===== src/rtl/vga_bus_writer_if.sv =====
// Request handshake plus asynchronous SRAM-style processor bus for the
// framebuffer write port. The "master" side issues pixel write requests and
// observes the bus; the "slave" side (vga_bus_writer) accepts the requests and
// drives the bus pins.
interface vga_bus_writer_if;
  // Request side
  logic        req_valid;
  logic [13:0] req_addr;
  logic        req_data;
  logic        req_ready;
  logic        busy;
  logic        done;

  // Processor bus side
  logic        ncs;
  logic        nwe;
  logic        nwe1;
  logic [12:0] addr_pr;
  logic [7:0]  sram_data;

  modport master (
    output req_valid,
    output req_addr,
    output req_data,
    input  req_ready,
    input  busy,
    input  done,
    input  ncs,
    input  nwe,
    input  nwe1,
    input  addr_pr,
    input  sram_data
  );

  modport slave (
    input  req_valid,
    input  req_addr,
    input  req_data,
    output req_ready,
    output busy,
    output done,
    output ncs,
    output nwe,
    output nwe1,
    output addr_pr,
    output sram_data
  );
endinterface


===== src/rtl/vga_bus_writer.sv =====
// Bus-side initiator for the VGA framebuffer write port.
// One accepted pixel write becomes two bus phases: the first carries pixel
// address bits [9:0], the second carries bits [13:10] (with addr_pr[10] set
// as the phase marker) and commits the pixel on the framebuffer side. Every
// phase is SETUP / STROBE / HOLD cycles with ncs low, followed by GAP cycles
// with ncs high. All bus and handshake outputs come straight from flops.
module vga_bus_writer #(
  parameter int SETUP  = 1,
  parameter int STROBE = 2,
  parameter int HOLD   = 1,
  parameter int GAP    = 1
) (
  input logic            clk,
  input logic            rst,
  vga_bus_writer_if.slave bus
);

  // Cycle counts narrowed to the 4-bit phase counter width.
  localparam logic [3:0] SETUP_LEN  = 4'(SETUP);
  localparam logic [3:0] STROBE_LEN = 4'(STROBE);
  localparam logic [3:0] HOLD_LEN   = 4'(HOLD);
  localparam logic [3:0] GAP_LEN    = 4'(GAP);

  typedef enum logic [3:0] {
    IDLE      = 4'd0,
    LO_SETUP  = 4'd1,
    LO_STROBE = 4'd2,
    LO_HOLD   = 4'd3,
    LO_GAP    = 4'd4,
    HI_SETUP  = 4'd5,
    HI_STROBE = 4'd6,
    HI_HOLD   = 4'd7,
    HI_GAP    = 4'd8
  } state_t;

  state_t      state_reg, state_next;
  logic [3:0]  cnt_reg, cnt_next;
  logic [3:0]  hi_nib_reg, hi_nib_next;

  logic        ncs_reg, ncs_next;
  logic        nwe_reg, nwe_next;
  logic [12:0] addr_reg, addr_next;
  logic [7:0]  data_reg, data_next;
  logic        ready_reg, ready_next;
  logic        busy_reg, busy_next;
  logic        done_reg, done_next;

  logic        accept;
  logic        last_cycle;

  // A request is taken only while the registered ready is high (IDLE).
  assign accept     = bus.req_valid & ready_reg;
  // The counter holds the remaining cycles of the current timed state.
  assign last_cycle = (cnt_reg == 4'd1);

  // Duration of each timed state; IDLE is untimed and parks the counter at 0.
  function automatic logic [3:0] state_len(input state_t s);
    logic [3:0] len;
    case (s)
      LO_SETUP, HI_SETUP:   len = SETUP_LEN;
      LO_STROBE, HI_STROBE: len = STROBE_LEN;
      LO_HOLD, HI_HOLD:     len = HOLD_LEN;
      LO_GAP, HI_GAP:       len = GAP_LEN;
      default:              len = 4'd0;
    endcase
    return len;
  endfunction

  // State register, phase counter and captured upper address nibble.
  always_ff @(posedge clk or posedge rst) begin
    if (rst) begin
      state_reg  <= IDLE;
      cnt_reg    <= 4'd0;
      hi_nib_reg <= 4'd0;
    end else begin
      state_reg  <= state_next;
      cnt_reg    <= cnt_next;
      hi_nib_reg <= hi_nib_next;
    end
  end

  // Next-state logic: walk the eight timed states, advancing on the last cycle.
  always_comb begin
    state_next = state_reg;
    case (state_reg)
      IDLE:      if (accept)     state_next = LO_SETUP;
      LO_SETUP:  if (last_cycle) state_next = LO_STROBE;
      LO_STROBE: if (last_cycle) state_next = LO_HOLD;
      LO_HOLD:   if (last_cycle) state_next = LO_GAP;
      LO_GAP:    if (last_cycle) state_next = HI_SETUP;
      HI_SETUP:  if (last_cycle) state_next = HI_STROBE;
      HI_STROBE: if (last_cycle) state_next = HI_HOLD;
      HI_HOLD:   if (last_cycle) state_next = HI_GAP;
      HI_GAP:    if (last_cycle) state_next = IDLE;
      default:                   state_next = IDLE;
    endcase

    // Reload the counter on every state entry, otherwise count down.
    cnt_next = cnt_reg;
    if (state_next != state_reg) begin
      cnt_next = state_len(state_next);
    end else if (cnt_reg != 4'd0) begin
      cnt_next = cnt_reg - 4'd1;
    end

    // Only the upper nibble needs keeping: the lower ten bits go straight
    // onto the bus at acceptance and data is held in its own output flop.
    hi_nib_next = accept ? bus.req_addr[13:10] : hi_nib_reg;
  end

  // Output logic: next values of the registered outputs, decoded from the
  // state being entered so the flops line up with the state register.
  always_comb begin
    ncs_next   = 1'b1;
    nwe_next   = 1'b1;
    addr_next  = addr_reg;
    data_next  = data_reg;
    ready_next = 1'b0;
    busy_next  = 1'b1;
    done_next  = 1'b0;

    case (state_next)
      LO_SETUP, LO_HOLD, HI_SETUP, HI_HOLD: ncs_next = 1'b0;
      LO_STROBE, HI_STROBE: begin
        ncs_next = 1'b0;
        nwe_next = 1'b0;
      end
      IDLE: begin
        ready_next = 1'b1;
        busy_next  = 1'b0;
      end
      default: ;
    endcase

    // Address and data move only on entry to a SETUP state, never while the
    // strobe is low, so the receiver always samples a stable bus.
    if (state_reg == IDLE && state_next == LO_SETUP) begin
      addr_next = {3'b000, bus.req_addr[9:0]};
      data_next = {7'b0, bus.req_data};
    end else if (state_reg == LO_GAP && state_next == HI_SETUP) begin
      addr_next = {2'b00, 1'b1, 6'b0, hi_nib_reg};
    end

    // Completion pulse in the first IDLE cycle after the second phase.
    if (state_reg == HI_GAP && state_next == IDLE) begin
      done_next = 1'b1;
    end
  end

  // Output registers; reset releases the bus at once (ncs and nwe together).
  always_ff @(posedge clk or posedge rst) begin
    if (rst) begin
      ncs_reg   <= 1'b1;
      nwe_reg   <= 1'b1;
      addr_reg  <= 13'd0;
      data_reg  <= 8'd0;
      ready_reg <= 1'b1;
      busy_reg  <= 1'b0;
      done_reg  <= 1'b0;
    end else begin
      ncs_reg   <= ncs_next;
      nwe_reg   <= nwe_next;
      addr_reg  <= addr_next;
      data_reg  <= data_next;
      ready_reg <= ready_next;
      busy_reg  <= busy_next;
      done_reg  <= done_next;
    end
  end

  assign bus.ncs       = ncs_reg;
  assign bus.nwe       = nwe_reg;
  assign bus.nwe1      = 1'b1;
  assign bus.addr_pr   = addr_reg;
  assign bus.sram_data = data_reg;
  assign bus.req_ready = ready_reg;
  assign bus.busy      = busy_reg;
  assign bus.done      = done_reg;

endmodule


===== src/flat_wrapper.sv =====
// flat-port wrapper written by rule: the top's interface ports become plain ports
module vga_bus_writer_flat 
#(
  parameter int SETUP  = 1,
  parameter int STROBE = 2,
  parameter int HOLD   = 1,
  parameter int GAP    = 1
)
  (clk, rst, bus_req_valid, bus_req_addr, bus_req_data, bus_req_ready, bus_busy, bus_done, bus_ncs, bus_nwe, bus_nwe1, bus_addr_pr, bus_sram_data);
  vga_bus_writer_if bus_i ();
  input logic clk;
  input logic rst;
  input wire logic [$bits(bus_i.req_valid)-1:0] bus_req_valid;
  input wire logic [$bits(bus_i.req_addr)-1:0] bus_req_addr;
  input wire logic [$bits(bus_i.req_data)-1:0] bus_req_data;
  output wire logic [$bits(bus_i.req_ready)-1:0] bus_req_ready;
  output wire logic [$bits(bus_i.busy)-1:0] bus_busy;
  output wire logic [$bits(bus_i.done)-1:0] bus_done;
  output wire logic [$bits(bus_i.ncs)-1:0] bus_ncs;
  output wire logic [$bits(bus_i.nwe)-1:0] bus_nwe;
  output wire logic [$bits(bus_i.nwe1)-1:0] bus_nwe1;
  output wire logic [$bits(bus_i.addr_pr)-1:0] bus_addr_pr;
  output wire logic [$bits(bus_i.sram_data)-1:0] bus_sram_data;
  assign bus_i.req_valid = bus_req_valid;
  assign bus_i.req_addr = bus_req_addr;
  assign bus_i.req_data = bus_req_data;
  assign bus_req_ready = bus_i.req_ready;
  assign bus_busy = bus_i.busy;
  assign bus_done = bus_i.done;
  assign bus_ncs = bus_i.ncs;
  assign bus_nwe = bus_i.nwe;
  assign bus_nwe1 = bus_i.nwe1;
  assign bus_addr_pr = bus_i.addr_pr;
  assign bus_sram_data = bus_i.sram_data;
  vga_bus_writer #(.SETUP(SETUP), .STROBE(STROBE), .HOLD(HOLD), .GAP(GAP)) u_core (.clk(clk), .rst(rst), .bus(bus_i));
endmodule

===== config.mk =====
export PLATFORM = sky130hd
export DESIGN_NAME = vga_bus_writer_flat
export DESIGN_NICKNAME = d
export VERILOG_FILES = /design/src/rtl/vga_bus_writer_if.sv /design/src/rtl/vga_bus_writer.sv /design/src/flat_wrapper.sv
export SDC_FILE = /design/constraint.sdc
export NUM_CORES = 1
export LEC_CHECK = 0
export CAP_MARGIN = 25
export CORE_MARGIN = 8
export CORE_UTILIZATION = 45
export CTS_CLUSTER_SIZE = 25
export DETAILED_ROUTE_END_ITERATION = 6
export PLACE_DENSITY = 0.89
export SYNTH_ARGS = -nofsm -noshare
export SYNTH_HDL_FRONTEND = slang
export SYNTH_SLANG_ARGS = --single-unit
export TNS_END_PERCENT = 100

===== constraint.sdc =====
create_clock -name clk -period 2.32 [get_ports clk]
set_clock_uncertainty 0.05 [all_clocks]
set_input_delay 0.464 -clock clk [delete_from_list [all_inputs] [get_ports clk]]
set_output_delay 0.464 -clock clk [all_outputs]
set_load 0.01 [all_outputs]

==> results.tsv <==
metric	value	unit
Main synth FF type	dfrtp_1	
number of synthesized flops with an enable pin	0	
# Max-Cap Violations	0	
WP data required	2490	ps
iteration-0 DRC count of the detailed router	49	
die area	5195	µm²
Cell Int Power	1567	µW
setup_tns	0	ps
synthesized flop and latch total	29	
Synth-to-Final Area Change	29.62	%
Logic pwr share	42.9	%
Pre-antenna DRT Iters	4	
Syn Area/Cell	11.41	µm²
Diodes inserted	0	
final hold viol count	0	
Via-to-Cell Ratio	4.942	
initial antenna violation count	0	
P per Cell Area	1297	nW/µm²
Ys Warns	0	
drt wl/cell	14.93	µm
commonest non-fill, non-tap cell in the layout	clkdlybuf4s50_1	
Setup crit start kind	flip-flop	
GRT overflow	0	
H-tree depth	2	
DRC viols	0	
vias	1018	
hold buffers post-CTS	0	
first-pass GRT wire length	5271	µm
CP arrival	2180	ps
max reg flops	11	
PortBufs	34	
HP Class	in -> async	
# fillers	255	
number of global-route vias before repair	1103	
Async SR Flop Fraction	100.0	%
largest net degree at the start of global routing	30	
dpl ws	313.9	ps
detailed placement HPWL	2377	µm
Max VDD drop	0.6437	mV
CTS max path bufs	2	
Final setup viols	0	
worst-path maximum fanout	10	
crit path time final	2010	ps
clk slew on worst S/H paths	90	ps
Cells after Synth	124	
crit end category	flip-flop	
cell count of the worst reg-to-reg path	6	
reg2reg setup slack	310	ps
CTS tree	yes	
fin. max-slew vios	0	
fmax	497.6	MHz
Die Width	72.08	µm
footprint of the multi-input gates	579.3	µm²
setup bufs post-CTS	0	
clock latency on the worst-skew pair	320	ps
nets@finish	182	
Power Total	2379	µW
Switching Power	811.8	µW
Worst R2R Start	u_core.cnt_reg[1]$_DFFE_PP0P_	
share of cells above drive strength 1	17.90	%
final worst path period share	86.63	%
crit path kind	reg -> reg	
routed wire length	3076	µm
Seq/Total Area, Yosys	51.55	%
Synth cell types	36	
clk sinks	29	
FF/Latch Area	729.5	µm²
CTS Root Cell	clkbuf_4	
Top Ports	45	
status	completed	
Starting Density	46.74	%
RePlAce Congestion	0.7268	
CTS resizes	0	
final antenna-violating net count	0	
die height	72.08	µm
Total Routing Usage GR	12.87	%
Leakage	0.0008410	µW
TritonCTS buffer count	5	
area of the mapped netlist	1415	µm²
final setup margin	310.2	ps
part of the power in the clock network	18.0	%
Critical R2R Capture	u_core.bus.addr_pr[2]$_DFFE_PP0P_	
row cnt	20	
core area	3028	µm²
Net Sw Frac	34.13	%
Reg power frac	39.1	%
RSZ-0062 raised after global routing	no	
most frequent cells in the layout	clkdlybuf4s50_1 (34), dfrtp_1 (26), a22o_1 (10), conb_1 (10), nor2_1 (8)	
-- stage by stage --
stage | util (%) | cells | cell area (µm²) | hold WS [ps]
final | 60.58 | 206 | 1834 | 438.3
after global routing | 60.58 | 206 | 1834 | 457.7
after CTS | 60.58 | 206 | 1834 | 443.9
after detailed placement | 57.77 | 198 | 1749 | 423.9
after global placement | 57.77 | 198 | 1749 | 409.2
after floorplan | - | 132 | 1445 | 431.6
-- power by group through the flow --
stage               logic, µW  clock network, µW  registers [µW]
finish                   1020                428             931
CTS                      1030                435             928
detailed placement       1030                  0             935
global placement          982                  0             918
floorplan                 641                  0             937
global route             1130                465             962
-- layer usage --
layer	part of all wire (%)	vias to the layer above	GRT usage, %	wire [µm]
met5	0	-	0	0
met4	2.3	0	7.483	72
met1	43	485	14.06	1308
met3	8.3	9	4.545	255
met2	47	43	21.06	1440
li1	-	481	-	-
-- cell usage after synthesis, drive strengths merged, types with 2 or more instances --
library cell / n / share of area, %
a21o: 6 / 3.2
a21oi: 3 / 1.1
a22o: 10 / 6.2
buf: 14 / 7.8
conb: 2 / 0.53
dfrtp: 26 / 46
dfstp: 3 / 5.6
ha: 3 / 2.7
inv: 6 / 1.6
mux2: 6 / 4.8
nand2: 7 / 1.9
nand3: 3 / 1.4
nor2: 9 / 2.6
nor3: 2 / 1.5
nor3b: 2 / 1.1
o21ai: 5 / 2.0
o22ai: 2 / 0.88
o31a: 2 / 1.4
or3: 4 / 2.2
-- layout make-up --
cell class / count / share of cell area, %
timing repair buffer: 37 / 19.78
tap: 44 / 3.001
multi-input combinational: 82 / 31.58
sequential: 29 / 39.77
inverter: 6 / 1.228
clock inverter: 1 / 1.637
clock buffer: 7 / 3.001
-- cells by family (layout without fill, tap and decap cells) --
| group | Yosys count | in the layout | share of synthesized area [%] |
|---|---|---|---|
| simple gates | 31 | 31 | 13.79 |
| compound gates | 30 | 30 | 15.83 |
| flops | 29 | 29 | 51.55 |
| buf+inv | 21 | 51 | 9.637 |
| mux | 6 | 6 | 4.774 |
| fa+ha+maj | 3 | 3 | 2.653 |
| other cells | 2 | 10 | 0.5307 |
| xor+xnor | 2 | 2 | 1.238 |
-- how the worst max path moves through the flow --
stage / to / cells past startpoint / startpoint
6_report: u_core.bus.addr_pr[2]$_DFFE_PP0P_ / 6 / u_core.cnt_reg[1]$_DFFE_PP0P_
5_1_grt: u_core.bus.addr_pr[8]$_DFFE_PP0P_ / 6 / u_core.cnt_reg[1]$_DFFE_PP0P_
4_1_cts: u_core.bus.addr_pr[8]$_DFFE_PP0P_ / 6 / u_core.cnt_reg[1]$_DFFE_PP0P_
3_5_place_dp: u_core.bus.addr_pr[8]$_DFFE_PP0P_ / 6 / u_core.cnt_reg[1]$_DFFE_PP0P_
3_3_place_gp: u_core.bus.addr_pr[4]$_DFFE_PP0P_ / 6 / u_core.cnt_reg[1]$_DFFE_PP0P_
2_1_floorplan: u_core.bus.addr_pr[4]$_DFFE_PP0P_ / 6 / u_core.cnt_reg[1]$_DFFE_PP0P_
-- critical path: stages (launching register included) --
cell and delay, ps:
dfrtp_1 400, inv_1 100, ha_1 170, or3b_4 430, nor4_4 370, nor2_2 170, a21o_1 210
Note: power is estimated with default switching activity, not from simulation.
